<file path="src/rtl/cpu_fetch.sv">
// Instruction-fetch stage: owns the PC, issues word requests to instruction
// memory, tracks outstanding requests in a 2-entry tag queue and hands
// returned instructions to decode through a 2-entry in-order buffer.
// Redirects from execute retarget the PC, kill in-flight fetches and flush
// the buffer. Total occupancy (outstanding + buffered) never exceeds two,
// so neither queue can overflow.
module cpu_fetch #(
    parameter logic [31:0] RESET_PC = 32'h0000_0000
) (
    input  logic        clk,
    input  logic        rst,
    output logic        imem_req_valid,
    input  logic        imem_req_ready,
    output logic [31:0] imem_req_addr,
    input  logic        imem_resp_valid,
    input  logic [31:0] imem_resp_data,
    input  logic        redirect_valid,
    input  logic [31:0] redirect_pc,
    input  logic        stall,
    output logic        inst_valid,
    output logic [31:0] instruction,
    output logic [31:0] pc_out
);

    localparam logic [31:0] NOP_INSTR = 32'h0000_0013;

    logic [31:0] pc_q, pc_d;

    logic [31:0] tag_pc_q   [2];
    logic [31:0] tag_pc_d   [2];
    logic        tag_kill_q [2];
    logic        tag_kill_d [2];
    logic [1:0]  outstanding_q, outstanding_d;

    logic [31:0] buf_pc_q  [2];
    logic [31:0] buf_pc_d  [2];
    logic [31:0] buf_ins_q [2];
    logic [31:0] buf_ins_d [2];
    logic [1:0]  count_q, count_d;

    logic        pop;
    logic        credit;
    logic        accept;
    logic        resp_take;
    logic        resp_keep;
    logic [2:0]  occupancy;

    // Target alignment forces the two low redirect bits to zero.
    logic        unused_redirect_lsbs;
    assign unused_redirect_lsbs = ^redirect_pc[1:0];

    // Handshake and credit: a slot is free once this cycle's pop is counted.
    always_comb begin
        pop            = (count_q != 2'd0) && !stall;
        occupancy      = {1'b0, outstanding_q} + {1'b0, count_q};
        credit         = (occupancy - {2'b00, pop}) < 3'd2;
        imem_req_valid = credit && !redirect_valid && !rst;
        accept         = imem_req_valid && imem_req_ready;
        resp_take      = imem_resp_valid && (outstanding_q != 2'd0);
        resp_keep      = resp_take && !tag_kill_q[0] && !redirect_valid;
    end

    // Next PC: sequential advance on accept, redirect target overrides.
    always_comb begin
        pc_d = pc_q;
        if (accept) begin
            pc_d = pc_q + 32'd4;
        end
        if (redirect_valid) begin
            pc_d = {redirect_pc[31:2], 2'b00};
        end
    end

    // Tag queue: response pops the head first, then an accept appends behind
    // whatever remains; a redirect marks every surviving entry as killed.
    always_comb begin
        tag_pc_d      = tag_pc_q;
        tag_kill_d    = tag_kill_q;
        outstanding_d = outstanding_q;
        if (resp_take) begin
            tag_pc_d[0]   = tag_pc_q[1];
            tag_kill_d[0] = tag_kill_q[1];
            outstanding_d = outstanding_q - 2'd1;
        end
        if (accept) begin
            tag_pc_d[outstanding_d[0]]   = pc_q;
            tag_kill_d[outstanding_d[0]] = 1'b0;
            outstanding_d                = outstanding_d + 2'd1;
        end
        if (redirect_valid) begin
            tag_kill_d[0] = 1'b1;
            tag_kill_d[1] = 1'b1;
        end
    end

    // Output buffer: decode pop shifts the head out before a live response
    // is appended; a redirect empties it regardless of the other two.
    always_comb begin
        buf_pc_d  = buf_pc_q;
        buf_ins_d = buf_ins_q;
        count_d   = count_q;
        if (pop) begin
            buf_pc_d[0]  = buf_pc_q[1];
            buf_ins_d[0] = buf_ins_q[1];
            count_d      = count_q - 2'd1;
        end
        if (resp_keep) begin
            buf_pc_d[count_d[0]]  = tag_pc_q[0];
            buf_ins_d[count_d[0]] = imem_resp_data;
            count_d               = count_d + 2'd1;
        end
        if (redirect_valid) begin
            count_d = 2'd0;
        end
    end

    // State registers; reset clears all bookkeeping so stale responses drop.
    always_ff @(posedge clk or posedge rst) begin
        if (rst) begin
            pc_q          <= RESET_PC;
            outstanding_q <= 2'd0;
            count_q       <= 2'd0;
            for (int i = 0; i < 2; i++) begin
                tag_pc_q[i]   <= 32'd0;
                tag_kill_q[i] <= 1'b0;
                buf_pc_q[i]   <= 32'd0;
                buf_ins_q[i]  <= 32'd0;
            end
        end else begin
            pc_q          <= pc_d;
            outstanding_q <= outstanding_d;
            count_q       <= count_d;
            for (int i = 0; i < 2; i++) begin
                tag_pc_q[i]   <= tag_pc_d[i];
                tag_kill_q[i] <= tag_kill_d[i];
                buf_pc_q[i]   <= buf_pc_d[i];
                buf_ins_q[i]  <= buf_ins_d[i];
            end
        end
    end

    // Decode-facing outputs; a bubble presents a NOP at PC 0.
    always_comb begin
        imem_req_addr = pc_q;
        inst_valid    = (count_q != 2'd0);
        instruction   = inst_valid ? buf_ins_q[0] : NOP_INSTR;
        pc_out        = inst_valid ? buf_pc_q[0] : 32'd0;
    end

endmodule

</file>
<file path="config.mk">
export PLATFORM = sky130hd
export DESIGN_NAME = cpu_fetch
export DESIGN_NICKNAME = d
export VERILOG_FILES = /design/src/rtl/cpu_fetch.sv
export SDC_FILE = /design/constraint.sdc
export NUM_CORES = 1
export LEC_CHECK = 0
export CORE_UTILIZATION = 35
export CTS_BUF_LIST = sky130_fd_sc_hd__clkbuf_16
export DETAILED_ROUTE_END_ITERATION = 6
export GPL_ROUTABILITY_DRIVEN = 0
export PLACE_DENSITY_LB_ADDON = 0.08
export SLEW_MARGIN = 40
export SYNTH_ARGS = -nofsm -noshare
export SYNTH_HDL_FRONTEND = slang
export SYNTH_SLANG_ARGS = --single-unit
</file>
<file path="constraint.sdc">
create_clock -name clk -period 15 [get_ports clk]
set_input_delay 3 -clock clk [delete_from_list [all_inputs] [get_ports clk]]
set_output_delay 3 -clock clk [all_outputs]
set_load 0.1 [all_outputs]
</file>
==> reports/metrics.csv <==
metric,value,unit
status,"finished, final reports clean",
die area,0.0314,mm2
Stages on worst setup path,8,
initial drt markers,402,
pwr dens,169,mW/mm2
reg2reg path depth,13,
CP top delay family,buffers and inverters,
crit-path cells,clkdlybuf4s50_1 > nor3_1 > nand2b_1 > nand2_1 > fa_1 > xor2_1 > and4_1 > buf_2,
post-synthesis sequential area ratio,0.527,
total track usage,0.176,
clk root buf,clkbuf_16,
Pleak,5.90,nW
"FFs w/ async S/R, synth",1.00,
switching pwr,0.875,mW
CTS tree,done,
final hold violations,0,
vias,7832,
core area,0.0299,mm2
RSZ-0062 raised after global routing,no,
Ports,168,
Tmin final,8.77,ns
Clock Latency Late Sink,0.52,ns
row count,63,
Worst-Margin Slew,0.801,ns
share of cells above drive strength 1,0.227,
Hold EP,buf_pc_q[15]$_DFFE_PP0P_,
Logic pwr share,0.349,
Sequential Power Share,0.391,
drt total wl,27.2,mm
Pint,1.35,mW
top-area cell type share of the netlist area,0.527,
drt first pass iters,5,
Max Cap Viol,0,
synthesized cell area,0.0107,mm2
Max clock buf depth,3,
n_diodes,0,
CTS Buf Count,26,
largest net degree at the start of global routing,126,
initial antenna violation count,0,
# setup viols final,0,
switching power share of the total,0.393,
Final TNS setup,0,ns
wire per inst,17.9,um
chip height,177,um
first-pass GRT wire length,44.3,mm
drc violations,0,
I/O Buffers,163,
WHS Path Cells,1,
critical path required time,12.00,ns
Yosys Warn Count,0,
Post-Synthesis Mean Instance Area,11.0,um2
fin. max-slew vios,0,
ranking of synthesized cells by area,"dfrtp_1 53%, mux2_2 9.9%, mux2i_1 9.3%",
Hold Crit Start,buf_pc_q[15]$_DFFE_PP0P_,
reg-to-reg critical path endpoint,tag_kill_q[1]$_DFF_PP0_,
critical path data arrival time,5.77,ns
"Distinct cells, synth",52,
CP max stage cell,clkdlybuf4s50_1,
"Top FF cell, synth",dfrtp_1,
kind of critical path,input pin to primary output,
Post CTS Setup Buffer Count,0,
WHS,0.502,ns
CP max FO,5,
TritonCTS Sinks,226,
Overflow after GRT,0,
number of buffers and inverters on the critical path,2,
register bit total from synthesis,226,
Post-Syn Instances,978,
detailed placer's ending HPWL,17.1,mm
Yosys top cell by area,dfrtp_1,
Starting Density,0.359,
area grow syn2layout,22.4,%
Reg2Reg Setup Slack,10.55,ns
htree depth,1,
type of origin of the critical path,input pin,
r2r startpoint,count_q[0]$_DFF_PP0_,
max incr delay on CP,0.60,ns
"Period Utilization, post-route",0.585,
Vias/cell,5.16,
post_cts resized,0,
clock skew,0.00781,ns
relative slew slack,0.466,
antenna-violating nets left,0,
number of synthesized flops with an enable pin,0,
HP Class,flop to flop,
hold_buf cts,0,
CP endpoint kind,primary output,
Max Freq,114,MHz
VDD IR max,88.5,uV
vias in the first global route,7808,
Final #Nets,1189,
die width,177,um
Clk pwr share,0.260,
CTS clock-pin slew for the worst setup and hold paths,0.05,ns
[cells in the mapped netlist, types with 3 or more instances]
cell and count:
o311ai_0 10, dfrtp_1 226, mux2_2 94, nor3_1 5, nor2_1 76, mux2i_1 100, or2_2 5, clkbuf_1 57
o21ai_0 46, a31oi_1 8, nand3_1 58, nor2b_1 64, nor4_1 5, buf_1 9, ha_1 6, and2_1 10
and3_1 5, buf_2 6, nor3b_1 7, or4_1 9, inv_1 14, a21oi_1 68, nand4_1 16, o211ai_1 7
nand2_1 23, or3_1 4, a221o_1 6, and4_1 5, a22oi_1 3
[registers in the layout, summed over array words and instances, names as in the netlist]
| name | count |
|---|---|
| tag_pc_q | 62 |
| outstanding_q | 2 |
| buf_pc_q | 64 |
| imem_req_addr | 30 |
| count_q | 2 |
| tag_kill_q | 2 |
| buf_ins_q | 64 |
[kinds of logic after synthesis]
logic type / Yosys count / synth area share
adder cells (fa/ha/maj): 7 / 0.00886
other: 1 / 0.000349
multiplexers: 194 / 0.192
AO/OA/AOI/OAI: 158 / 0.0864
XOR/XNOR: 3 / 0.00245
AND/OR/NAND/NOR: 300 / 0.151
buffers and inverters: 89 / 0.0325
flip-flops: 226 / 0.527
[cell type report]
cell class                      instances  area (um2)
Clock buffer                           27         676
Clock inverter                         18         101
Fill cell                            2881       16700
Inverter                               15        68.8
Multi-Input combinational cell        664        4810
Sequential cell                       226        5660
Tap cell                              390         488
Timing Repair Buffer                  179        1350
[metal layers]
layer  up-vias  track usage  wire length, um
met5         -            0                0
met2       202        0.256            11400
met4         0       0.0381              323
met3        24       0.0256             1570
met1      3845        0.272            13900
li1       3761            -                -
[power by group through the flow]
stage / clock network (mW) / logic [mW] / registers, mW
final: 0.580 / 0.777 / 0.870
after detailed placement: 0 / 0.777 / 0.881
after global routing: 0.626 / 0.840 / 0.892
after global placement: 0 / 0.777 / 0.877
after CTS: 0.603 / 0.777 / 0.871
after floorplan: 0 / 0.531 / 0.917
[how the worst max path moves through the flow]
stage               start  slack (ns)        endpoint
CTS                 stall        6.26  imem_req_valid
global placement    stall        5.56  imem_req_valid
finish              stall        6.23  imem_req_valid
global route        stall        6.06  imem_req_valid
floorplan             rst        2.98  imem_req_valid
detailed placement  stall        6.27  imem_req_valid
[per-stage QoR]
step / area (um2) / utilization / worst slack (ns) / instances / total power [mW]
finish: 13100 / 0.440 / 6.23 / 1519 / 2.23
global route: 13100 / 0.440 / 6.06 / 1519 / 2.36
CTS: 13100 / 0.438 / 6.26 / 1517 / 2.25
detailed placement: 12300 / 0.412 / 6.27 / 1472 / 1.66
global placement: 12700 / 0.425 / 5.56 / 1469 / 1.65
floorplan: 10700 / - / 2.98 / 979 / 1.45
[worst register-to-register path, stage by stage, from the launching register on]
cell and delay [ns]:
dfrtp_1 0.41, inv_1 0.08, ha_2 0.19, nor3_1 0.34, nand2b_1 0.22, nand2_1 0.09, fa_1 0.54, nor4bb_1 0.46
nand2_1 0.15, inv_1 0.45, buf_4 0.39, and2_1 0.53, buf_4 0.35, o21ai_0 0.13
[cell usage in the layout, fill, tap and decap left out, types with 6 or more instances in the layout]
cell	count
a21oi_1	68
a221o_1	6
a31oi_1	8
and2_1	10
buf_2	96
buf_4	9
clkbuf_16	27
clkdlybuf4s50_1	67
clkinv_1	6
clkinv_2	6
dfrtp_1	226
inv_1	19
mux2_2	94
mux2i_1	100
nand2_1	23
nand3_1	58
nand4_1	16
nor2_1	75
nor2b_1	63
nor3b_1	7
o211ai_1	7
o21ai_0	45
o311ai_0	10
or4_1	9
Power figures use the tool's default switching activity.
